===== config.mk =====
export PLATFORM = sky130hd
export DESIGN_NAME = hazard_forward_unit
export DESIGN_NICKNAME = d
export VERILOG_FILES = /design/src/rtl/pipe_ctrl_pkg.sv /design/src/rtl/fwd_select.sv /design/src/rtl/hazard_forward_unit.sv
export SDC_FILE = /design/constraint.sdc
export NUM_CORES = 1
export LEC_CHECK = 0
export ABC_AREA = 1
export CAP_MARGIN = 20
export CORE_MARGIN = 4
export CORE_UTILIZATION = 43
export DETAILED_ROUTE_END_ITERATION = 10
export PLACE_DENSITY_LB_ADDON = 0.1
export REMOVE_ABC_BUFFERS = 1
export SLEW_MARGIN = 10
export SYNTH_ARGS = -nofsm -noshare
export SYNTH_HDL_FRONTEND = slang
export SYNTH_SLANG_ARGS = --single-unit

===== constraint.sdc =====
create_clock -name clk -period 1.2 [get_ports clk]
set_input_delay 0.18 -clock clk [delete_from_list [all_inputs] [get_ports clk]]
set_output_delay 0.18 -clock clk [all_outputs]
set_load 0.02 [all_outputs]

===== src/rtl/pipe_ctrl_pkg.sv =====
// Shared pipeline-control types and constants: forwarding select encodings
// and the shadow-slot layouts tracked by the hazard/forwarding unit.
package pipe_ctrl_pkg;

  localparam int REG_W = 5;

  localparam logic [REG_W-1:0] REG_X0 = 5'd0;

  localparam logic [1:0] FWD_REG   = 2'b00;
  localparam logic [1:0] FWD_MEMWB = 2'b01;
  localparam logic [1:0] FWD_EXMEM = 2'b10;

  typedef struct packed {
    logic             valid;
    logic [REG_W-1:0] rd;
    logic             reg_write;
    logic             mem_read;
  } ex_slot_t;

  typedef struct packed {
    logic             valid;
    logic [REG_W-1:0] rd;
    logic             reg_write;
  } wb_slot_t;

  localparam ex_slot_t EX_SLOT_EMPTY = '{valid: 1'b0, rd: 5'd0, reg_write: 1'b0, mem_read: 1'b0};
  localparam wb_slot_t WB_SLOT_EMPTY = '{valid: 1'b0, rd: 5'd0, reg_write: 1'b0};

  // A slot only produces a forwardable value when it really writes a non-x0 register.
  function automatic logic is_producer(input logic valid, input logic reg_write,
                                       input logic [REG_W-1:0] rd);
    return valid && reg_write && (rd != REG_X0);
  endfunction

endpackage


===== src/rtl/fwd_select.sv =====
// Per-operand forwarding comparator: picks the nearest older producer of rs
// as seen from the instruction about to enter EX.
module fwd_select
  import pipe_ctrl_pkg::*;
(
  input  logic [REG_W-1:0] i_rs,
  input  logic             i_idex_prod,
  input  logic [REG_W-1:0] i_idex_rd,
  input  logic             i_exmem_prod,
  input  logic [REG_W-1:0] i_exmem_rd,
  output logic [1:0]       o_sel
);

  // ID/EX producer will sit in EX/MEM next cycle, so it wins over EX/MEM (-> MEM/WB).
  always_comb begin
    o_sel = FWD_REG;
    if (i_rs == REG_X0) begin
      o_sel = FWD_REG;
    end else if (i_idex_prod && (i_idex_rd == i_rs)) begin
      o_sel = FWD_EXMEM;
    end else if (i_exmem_prod && (i_exmem_rd == i_rs)) begin
      o_sel = FWD_MEMWB;
    end else begin
      o_sel = FWD_REG;
    end
  end

endmodule


===== src/rtl/hazard_forward_unit.sv =====
// EX-stage forwarding select generator and load-use stall detector with a
// shadow ID/EX, EX/MEM, MEM/WB pipeline. Optional macro: HAZARD_WB_BYPASS_EN.
module hazard_forward_unit
  import pipe_ctrl_pkg::*;
(
  input  logic             clk,
  input  logic             reset,
  input  logic             id_valid,
  input  logic [REG_W-1:0] id_rs1,
  input  logic [REG_W-1:0] id_rs2,
  input  logic [REG_W-1:0] id_rd,
  input  logic             id_reg_write,
  input  logic             id_mem_read,
  input  logic             ex_flush,
  input  logic             mem_stall,
  output logic [1:0]       forward_a_sel,
  output logic [1:0]       forward_b_sel,
  output logic             load_use_stall,
  output logic             id_bypass_rs1,
  output logic             id_bypass_rs2
);

  ex_slot_t   r_idex;
  ex_slot_t   r_exmem;
  wb_slot_t   r_memwb;
  logic [1:0] r_fwd_a;
  logic [1:0] r_fwd_b;

  logic       w_idex_prod;
  logic       w_exmem_prod;
  logic       w_load_use;
  logic       w_bubble;
  logic [1:0] w_sel_a;
  logic [1:0] w_sel_b;
  ex_slot_t   w_id_slot;
  logic       w_unused;

  assign w_idex_prod  = is_producer(r_idex.valid, r_idex.reg_write, r_idex.rd);
  assign w_exmem_prod = is_producer(r_exmem.valid, r_exmem.reg_write, r_exmem.rd);

  // Any rs match against an in-flight load stalls; operand usage is not decoded.
  assign w_load_use = id_valid && r_idex.valid && r_idex.mem_read && (r_idex.rd != REG_X0)
                      && ((r_idex.rd == id_rs1) || (r_idex.rd == id_rs2)) && !ex_flush;
  assign w_bubble   = w_load_use || ex_flush || !id_valid;
  assign w_id_slot  = '{valid: 1'b1, rd: id_rd, reg_write: id_reg_write, mem_read: id_mem_read};

  fwd_select u_fwd_a (
    .i_rs         (id_rs1),
    .i_idex_prod  (w_idex_prod),
    .i_idex_rd    (r_idex.rd),
    .i_exmem_prod (w_exmem_prod),
    .i_exmem_rd   (r_exmem.rd),
    .o_sel        (w_sel_a)
  );

  fwd_select u_fwd_b (
    .i_rs         (id_rs2),
    .i_idex_prod  (w_idex_prod),
    .i_idex_rd    (r_idex.rd),
    .i_exmem_prod (w_exmem_prod),
    .i_exmem_rd   (r_exmem.rd),
    .o_sel        (w_sel_b)
  );

  // Shadow pipeline advance; everything freezes while data memory is waiting.
  always_ff @(posedge clk) begin
    if (reset) begin
      r_idex  <= EX_SLOT_EMPTY;
      r_exmem <= EX_SLOT_EMPTY;
      r_memwb <= WB_SLOT_EMPTY;
      r_fwd_a <= FWD_REG;
      r_fwd_b <= FWD_REG;
    end else if (!mem_stall) begin
      r_memwb <= '{valid: r_exmem.valid, rd: r_exmem.rd, reg_write: r_exmem.reg_write};
      r_exmem <= r_idex;
      if (w_bubble) begin
        r_idex  <= EX_SLOT_EMPTY;
        r_fwd_a <= FWD_REG;
        r_fwd_b <= FWD_REG;
      end else begin
        r_idex  <= w_id_slot;
        r_fwd_a <= w_sel_a;
        r_fwd_b <= w_sel_b;
      end
    end
  end

  assign forward_a_sel  = r_fwd_a;
  assign forward_b_sel  = r_fwd_b;
  assign load_use_stall = w_load_use;

`ifdef HAZARD_WB_BYPASS_EN
  logic w_memwb_prod;
  assign w_memwb_prod  = is_producer(r_memwb.valid, r_memwb.reg_write, r_memwb.rd);
  assign id_bypass_rs1 = w_memwb_prod && (r_memwb.rd == id_rs1) && (id_rs1 != REG_X0);
  assign id_bypass_rs2 = w_memwb_prod && (r_memwb.rd == id_rs2) && (id_rs2 != REG_X0);
`else
  assign id_bypass_rs1 = 1'b0;
  assign id_bypass_rs2 = 1'b0;
`endif

  // Shadow fields that have no consumer in some builds are kept for debug visibility.
  assign w_unused = ^{r_exmem.mem_read, r_memwb};

endmodule


# ---- Yosys cells after proc, flatten, opt, wreduce, memory -nomap -nowiden
# Cells that the tools add are included.
dict set report word_totals {
  register_bits 19
  input_bits 22
  elab_cells 44
}
dict set report op_classes {
  n_eq_ne 4
  n_mux 9
  n_reduce_logical 22
}
# op n
set op_table {}
lappend op_table {{5-bit equality test} 4}
lappend op_table {{1-bit logical AND} 13}
lappend op_table {{2-bit two-way mux} 6}
lappend op_table {{5-bit logical NOT} 2}
lappend op_table {{5-bit nonzero test} 2}
lappend op_table {{8-bit two-way mux} 1}
lappend op_table {{1-bit logical OR} 3}
lappend op_table {{1-bit logical NOT} 2}
lappend op_table {{1-bit two-way mux} 2}

# ---- Depth between registers and ports, before layout
# Gate-level depths: netlist of run 1.
dict set report logic_depth {
  ltp_word 8
  ltp_mapped 10
}

# ---- Modules after synthesis
# From an unflattened synthesis of run 1, not the netlist that was laid out.
dict set report unflattened {
  hier_cells 256
  area_unflattened_um2 1403.8
}
# module instances cells_each area_each_um2 seq_area_each_um2
set by_module_without_submodules {}
lappend by_module_without_submodules {hazard_forward_unit 1 140 935.9 380.4}
lappend by_module_without_submodules {fwd_select 2 58 234.0 0.0}

# ---- Least setup slack after synthesis of run 1
# No wires, ideal clock.
dict set report synth_path {
  path_kind {register to output}
  startpoint {register r_idex[6] in the netlist's numbering}
  endpoint {output load_use_stall}
  t_arrival_ps 1262
  slack_ps -242
  path_stages_with_launch 10
  path_cell_list {dfxtp_1 -> inv_1 -> nand2_1 -> nand2_1 -> nor2_1 -> nand3_1 -> nand2_1 -> nand2_2 -> buf_6 -> nor2_1}
}
dict set report synth_between {
  elab_chain_len 4
  word_cells_on_any_way 7
}
# element line
set synth_lines {}
lappend synth_lines {{from (decl)} hazard_forward_unit.sv:23} ;# ex_slot_t r_idex;
lappend synth_lines {{from (signal assigned)} hazard_forward_unit.sv:81} ;# r_idex <= w_id_slot;
lappend synth_lines {{5-bit equality test / 5-bit nonzero test (equally long branches)} {hazard_forward_unit.sv:43, hazard_forward_unit.sv:42}}
lappend synth_lines {{1-bit logical OR / 1-bit logical AND (equally long branches)} {hazard_forward_unit.sv:43, hazard_forward_unit.sv:42}}
lappend synth_lines {{1-bit logical AND (*) (2 in series)} hazard_forward_unit.sv:43} ;# && ((r_idex.rd == id_rs1) || (r_idex.rd == id_rs2)) && !ex_flush;
lappend synth_lines {{to (decl)} hazard_forward_unit.sv:18} ;# output logic load_use_stall,
# Every way passes the cells marked *; elsewhere a longest branch is shown, timed or not.

# ---- Final worst setup path of run 1
# Ends and elaborated chain as after synthesis.

==> results of run 1 <==
[how the worst min path moves through the flow]
stage | startpoint | end | cells after the start
floorplan | reset | forward_a_sel[1] | 1
detailed placement | forward_b_sel[1] | forward_b_sel[1] | 2
global route | id_rd[4] | r_idex[6] | 3
global placement | forward_b_sel[1] | forward_b_sel[1] | 2
finish | id_rd[2] | r_idex[4] | 3
CTS | id_rd[2] | r_idex[4] | 3
[power groups by stage]
stage               clock (mW)  sequential (mW)  combinational [mW]
finish                   0.324            0.663               0.314
global route             0.370            0.666               0.345
CTS                      0.340            0.667               0.309
detailed placement           0            0.681               0.304
global placement             0            0.681               0.297
floorplan                    0            0.676               0.117
[stage by stage]
step                      hold slack [ps]  utilization [%]  cells  cell area [µm²]
after global routing                  422             72.3    266             1790
after floorplan                       242                -    171             1080
final                                 432             72.3    266             1790
after CTS                             425             69.9    265             1730
after detailed placement              449             65.5    258             1620
after global placement                447             65.5    258             1620
[logic make-up (layout without fill, tap and decap cells)]
kind of cell / count (synthesis) / count (layout)
AND/OR/NAND/NOR: 102 / 102
flip-flops: 19 / 19
other: 1 / 2
XOR/XNOR: 10 / 10
buffers and inverters: 27 / 84
AO/OA/AOI/OAI: 19 / 19
[worst min-delay path: stages]
cell	delay (ps)
clkdlybuf4s50_1	400
nand3_1	80
a21oi_1	50
[area by class of cell]
type,instances,area (µm²),share of cell area [%]
Multi-Input combinational cell,133,707,39.5
Timing Repair Buffer,61,553,30.9
Sequential cell,19,395,22.1
Inverter,19,71.3,3.98
Tap cell,30,37.5,2.09
Clock buffer,3,22.5,1.26
Clock inverter,1,5.00,0.279
[flip-flops by register name, indices dropped and copies added (netlist names)]
name	flops
r_idex	8
r_exmem	7
forward_a_sel	2
forward_b_sel	2
[repair_timing]
item / 4_1_cts / 5_1_grt
gates resized for setup: 37 / 19
setup endpoints to repair: 17 / 17
pin swaps: 9 / 11
hold buffers: 0 / 0
cloned: 1 / 0
buffers inserted: 5 / 2
[Yosys cell counts]
library cell / n / area share, %
a211oi_1: 5 / 3.3
a21oi_1: 12 / 5.3
a21oi_2: 2 / 1.6
buf_2: 2 / 0.89
buf_4: 2 / 1.3
buf_6: 1 / 1.0
clkbuf_1: 3 / 1.0
conb_1: 1 / 0.33
dfxtp_1: 19 / 34
inv_1: 19 / 6.3
nand2_1: 57 / 19
nand2_2: 1 / 0.56
nand3_1: 17 / 7.6
nand4_1: 3 / 1.7
nor2_1: 23 / 7.7
nor3b_1: 1 / 0.67
xnor2_1: 9 / 7.0
xor2_1: 1 / 0.78
[metal layers]
metal | GRT usage (%) | share of wire (%) | routed length, µm | vias up
li1 | - | - | - | 674
met1 | 23.6 | 44 | 1420 | 585
met2 | 35.5 | 49 | 1590 | 38
met3 | 2.18 | 4.9 | 157 | 6
met4 | 7.77 | 1.4 | 46 | 0
met5 | 0 | 0 | 0 | -
==> results.py, run 1 <==
metrics = {
    "status": {
        "outcome": "finished with violations",
        "violations": "negative setup slack",
    },
    "critical_path": {
        "critPathCaptureType": "primary output",
        "arrival_ps": 1490,
        "cp-startpoint": "r_idex[6]",
        "path_delay_family": "simple AND/OR/NAND/NOR gates",
        "cpMostUsedCell": "nand2_2",
        "critPathLaunchType": "flop",
        "timing.rr.end": "forward_b_sel[0]",
        "crit_chain": "inv_2 > nand2_2 > nand2_1 > nor2_1 > nand3_1 > nand2_2 > nand2_2 > nor2_2 > buf_6",
        "cp_num_buf_inv": 2,
        "crit_required_ps": 1020,
        "endpoint": "load_use_stall",
        "r2r_start": "r_idex[6]",
        "r2r_slack_ps": -250,
        "crit_cells": 9,
        "critPathMaxStageDelay_ps": 380,
        "cp_slowest_cell": "dfxtp_4",
        "r2r_cells": 11,
        "cp_max_fo": 4,
        "crit_type": "reg -> out",
    },
    "timing": {
        "timing.final.crit_share_pct": 139,
        "rsz0062_at_grt": "yes",
        "fmax_mhz": 600,
        "hold_viol_final": 0,
        "fin_skew_ps": 2.49,
        "setup_slack_ps": -466,
        "fin_tns_setup_ps": -3320,
        "report.final.slew_viol_count": 0,
        "setup_viol": 13,
        "period_needed_ps": 1670,
    },
    "placed_design": {
        "hpwl_mm": 2.43,
        "gp_congestion": 0.875,
        "post-place-ws_ps": -913,
        "port_buffers": 26,
    },
    "floorplan": {
        "ioPinCount": 29,
        "dieArea_um2": 3490,
        "fp.coreArea_um2": 2480,
        "dieHeight_um": 59.1,
        "die_width_um": 59.1,
        "num_rows": 18,
        "start_util_pct": 45.4,
    },
    "power_and_ir_drop": {
        "p_sw_mw": 0.360,
        "netSwitchingFraction_pct": 27.7,
        "p_leak_nw": 0.798,
        "power_frac_clock_pct": 24.9,
        "ir_worst_vdd_v": 0.000833,
        "power.density_nw_per_um2": 726,
        "pwr-share-comb_pct": 24.1,
        "seqPwrFrac_pct": 51.0,
        "totalPowerFinal_mw": 1.30,
        "p_int_mw": 0.942,
    },
    "synthesis": {
        "syn_avg_cell_area_um2": 6.31,
        "synthAdderAreaFrac_pct": 0,
        "synth_xor_area_share_pct": 7.80,
        "netlist_instances": 178,
        "ys.warnings.count": 0,
        "seq_area_frac_synth_pct": 33.9,
        "yosysUniqueCellTypes": 18,
        "synthSimpleGateAreaFrac_pct": 37.2,
        "synth_compound_area_share_pct": 10.2,
        "synthMuxAreaShare_pct": 0,
        "synth_area_um2": 1120,
        "synth_top_family_by_area": "simple AND/OR/NAND/NOR gates",
        "ys_ff_latch": 19,
    },
    "cts": {
        "htree_levels": 1,
        "cts_buffers": 3,
        "clk_pin_slew_ps": 110,
        "clock_latency_ps": 300,
        "cts_tree": "yes",
        "root_buffer": "clkbuf_4",
        "cts.sinks": 19,
        "cts.path.max_buffers": 2,
    },
    "layout": {
        "final_nets": 259,
        "drive_gt1_share_pct": 29.7,
        "final_cell_mix": "nand2_1, buf_4, nor2_1",
        "layout_commonest_cell": "nand2_1",
        "areaGrowthSynthToFinish_pct": 59.5,
        "diodes": 0,
        "fillers": 211,
    },
    "drt": {
        "wire_per_inst_um": 12.1,
        "via_per_inst": 4.90,
        "drt_iter0_drc": 76,
        "ant_nets": 0,
        "totalWireLength_mm": 3.22,
        "first_pass_iters": 4,
        "drc": 0,
        "vias": 1303,
    },
    "grt": {
        "grt_usage_pct": 19.7,
        "grt_pass1_vias": 1247,
        "antenna_found_initial": 0,
        "grt_max_degree": 20,
        "grt_pass1_wl_mm": 5.33,
        "overflow": 0,
    },
    "run": {
        "maxCapViolations": 0,
    },
    "worst_hold_path": {
        "hold_class": "in -> reg",
    },
}
Power figures use the tool's default switching activity.
==> run 2: changes to the inputs <==
- HOLD_SLACK_MARGIN: default -> 0.15
==> results of run 2 <==
Final layout, timing and power as in run 1 (identical DEF).
==> run 3: changes to the inputs <==
- ABC_AREA: 1 -> default
- ABC_CLOCK_PERIOD_IN_PS: default -> 1200
- CORE_UTILIZATION: 43 -> 41
- SKIP_CTS_REPAIR_TIMING: default -> 1
==> run 3 against run 2 <==
Net effect:
- the run still ends with negative setup slack left
- largest cell class unchanged
- first-iteration DRC count is 72% lower
- power is 6.6% lower
- die area is 8.7% lower
- routed wire length is 16% lower
- worst setup slack worse by 200 ps
- combinational power is 22% lower
- count of clock-buffer cells in the layout is 1 higher
- critical path depth is 4 lower
==> results.py, run 3 <==
metrics = {
    "cts": {
        "clock_latency_ps": 290,
        "cts.path.max_buffers": 2,
        "root_buffer": "clkbuf_4",
        "cts_buffers": 3,
        "cts.sinks": 19,
        "cts_tree": "yes",
        "htree_levels": 1,
        "clk_pin_slew_ps": 110,
    },
    "drt": {
        "ant_nets": 0,
        "drc": 0,
        "drt_iter0_drc": 21,
        "vias": 942,
        "via_per_inst": 5.32,
        "first_pass_iters": 4,
        "totalWireLength_mm": 2.69,
        "wire_per_inst_um": 15.2,
    },
    "grt": {
        "use_met2_pct": 30.7,
        "grt_pass1_wl_mm": 4.36,
        "antenna_found_initial": 0,
        "grt_usage_pct": 17.6,
        "grt.busiest_layer": "met2",
        "met3_usage_pct": 3.45,
        "overflow": 0,
        "use_met1_pct": 21.3,
        "grt_max_degree": 13,
        "grt_pass1_vias": 929,
    },
    "timing": {
        "holdWs_ps": 474,
        "fin_skew_ps": 7.16,
        "timing.final.crit_share_pct": 155,
        "fin_tns_setup_ps": -6400,
        "rsz0062_at_grt": "yes",
        "setup_viol": 13,
        "tightest_slew_ps": 834,
        "fmax_mhz": 536,
        "report.final.slew_viol_count": 0,
        "period_needed_ps": 1870,
        "hold_viol_final": 0,
        "setup_slack_ps": -666,
        "slew_headroom_pct": 44.3,
    },
    "floorplan": {
        "dieArea_um2": 3190,
        "fp.coreArea_um2": 2230,
        "die_width_um": 56.5,
        "start_util_pct": 43.1,
        "num_rows": 17,
        "dieHeight_um": 56.5,
        "ioPinCount": 29,
    },
    "critical_path": {
        "critPathLaunchType": "flop",
        "critPathCaptureType": "primary output",
        "crit_chain": "or4_4 > o21a_1 > nand4_2 > nor2_1 > buf_4",
        "cp_num_buf_inv": 1,
        "critPathMaxStageDelay_ps": 540,
        "crit_type": "reg -> out",
        "cp_max_fo": 5,
        "r2r_slack_ps": -600,
        "crit_cells": 5,
        "arrival_ps": 1690,
        "r2r_cells": 6,
        "crit_required_ps": 1020,
        "path_delay_family": "simple AND/OR/NAND/NOR gates",
        "cp_slowest_cell": "or4_4",
    },
    "placed_design": {
        "port_buffers": 26,
        "placed_area_um2": 1420,
        "dp_cells": 171,
        "post-place-ws_ps": -1090,
        "hpwl_mm": 2.08,
        "gp_congestion": 0.852,
    },
    "status": {
        "outcome": "finished with violations",
        "violations": "negative setup slack",
    },
    "layout": {
        "areaGrowthSynthToFinish_pct": 55.6,
        "drive_gt1_share_pct": 28.9,
        "final_cell_mix": "buf_4, clkdlybuf4s50_1, xnor2_1",
        "largest_reg_flops": 8,
        "layout_commonest_cell": "buf_4",
        "diodes": 0,
        "largest_registers": "r_idex: 8 flops, r_exmem: 7 flops",
        "final_cell_area_um2": 1500,
        "fin_cells": 177,
        "final_nets": 172,
        "regMostFlops": "r_idex",
        "fin_util_pct": 67.1,
    },
    "synthesis": {
        "synth_edf_count": 0,
        "syn_avg_cell_area_um2": 9.93,
        "synthTopCellsByArea": "dfxtp_1, xnor2_1, a32o_1, mux2i_1, nor2_1",
        "synth.top_cells.by_count": "dfxtp_1, xnor2_1, a32o_1",
        "synth_top_area_share_pct": 39.5,
        "ys_ff_latch": 19,
        "seq_area_frac_synth_pct": 39.5,
        "synthMostInstantiatedCell": "dfxtp_1",
        "synth_area_um2": 963,
        "yosysUniqueCellTypes": 26,
        "dominantRegCellSynth": "dfxtp_1",
        "ys.warnings.count": 0,
        "yosysTopAreaCell": "dfxtp_1",
        "netlist_instances": 97,
        "async_flop_share_pct": 0,
    },
    "run": {
        "maxCapViolations": 0,
    },
    "power_and_ir_drop": {
        "totalPowerFinal_mw": 1.22,
        "ir_worst_vdd_v": 0.000728,
        "p_leak_nw": 0.657,
        "power.density_nw_per_um2": 811,
    },
    "worst_hold_path": {
        "whs_path_depth": 1,
        "hold_class": "reg -> reg",
    },
}
==> run 3: cell types whose count changed in the layout (fill, tap and decap cells not counted), sizes merged, moves of 6 or more <==
| cell | before | now |
|---|---|---|
| mux2i | 0 | 7 |
| nand2 | 58 | 2 |
| inv | 19 | 1 |
| a21oi | 14 | 3 |
| xnor2 | 9 | 16 |
| nor2 | 23 | 8 |
| a32o | 0 | 11 |
| buf | 36 | 30 |
| nand3 | 17 | 1 |
==> run 3: worst reg2reg max path: cells and delay by family (launching register included) <==
| kind | cells | cell delay [ps] |
|---|---|---|
| AOI/OAI and AO/OA | 2 | 420 |
| and+or+nand+nor | 2 | 630 |
| buffers and inverters | 2 | 300 |
| DFF | 1 | 380 |
==> run 3: cell families after synthesis <==
group / after synthesis / share of synthesized area, %
AO/OA/AOI/OAI: 18 / 16.9
XOR/XNOR: 18 / 16.4
buffers and inverters: 9 / 5.32
flip-flops: 19 / 39.5
multiplexers: 7 / 7.27
other: 1 / 0.389
AND/OR/NAND/NOR: 25 / 14.3
==> run 3: final cells by class <==
| cell class | instances | area, µm² |
|---|---|---|
| multi-input combinational | 70 | 558 |
| fill | 187 | 734 |
| timing repair buffer | 55 | 485 |
| tap | 28 | 35.0 |
| clock buffer | 4 | 26.3 |
| sequential | 19 | 390 |
| inverter | 1 | 3.75 |
==> run 3: report_power, final <==
group	leakage [nW]	internal, mW	switching, mW
logic	0.486	0.151	0.0942
clock network	0.0150	0.129	0.192
registers	0.156	0.638	0.0110
==> run 3: metal layers <==
metal / vias to the layer above / wire length [µm]
met2: 24 / 1420
met3: 2 / 132
li1: 458 / -
met5: - / 0
met1: 458 / 1130
met4: 0 / 14
==> run 3: worst paths after layout <==
| check | from | to |
|---|---|---|
| worst min register to register | forward_a_sel[0] | forward_a_sel[0] |
| worst max register to register | r_idex[6] | forward_a_sel[1] |
| worst max-delay path | r_idex[6] | load_use_stall |
| worst min-delay path | forward_a_sel[0] | forward_a_sel[0] |
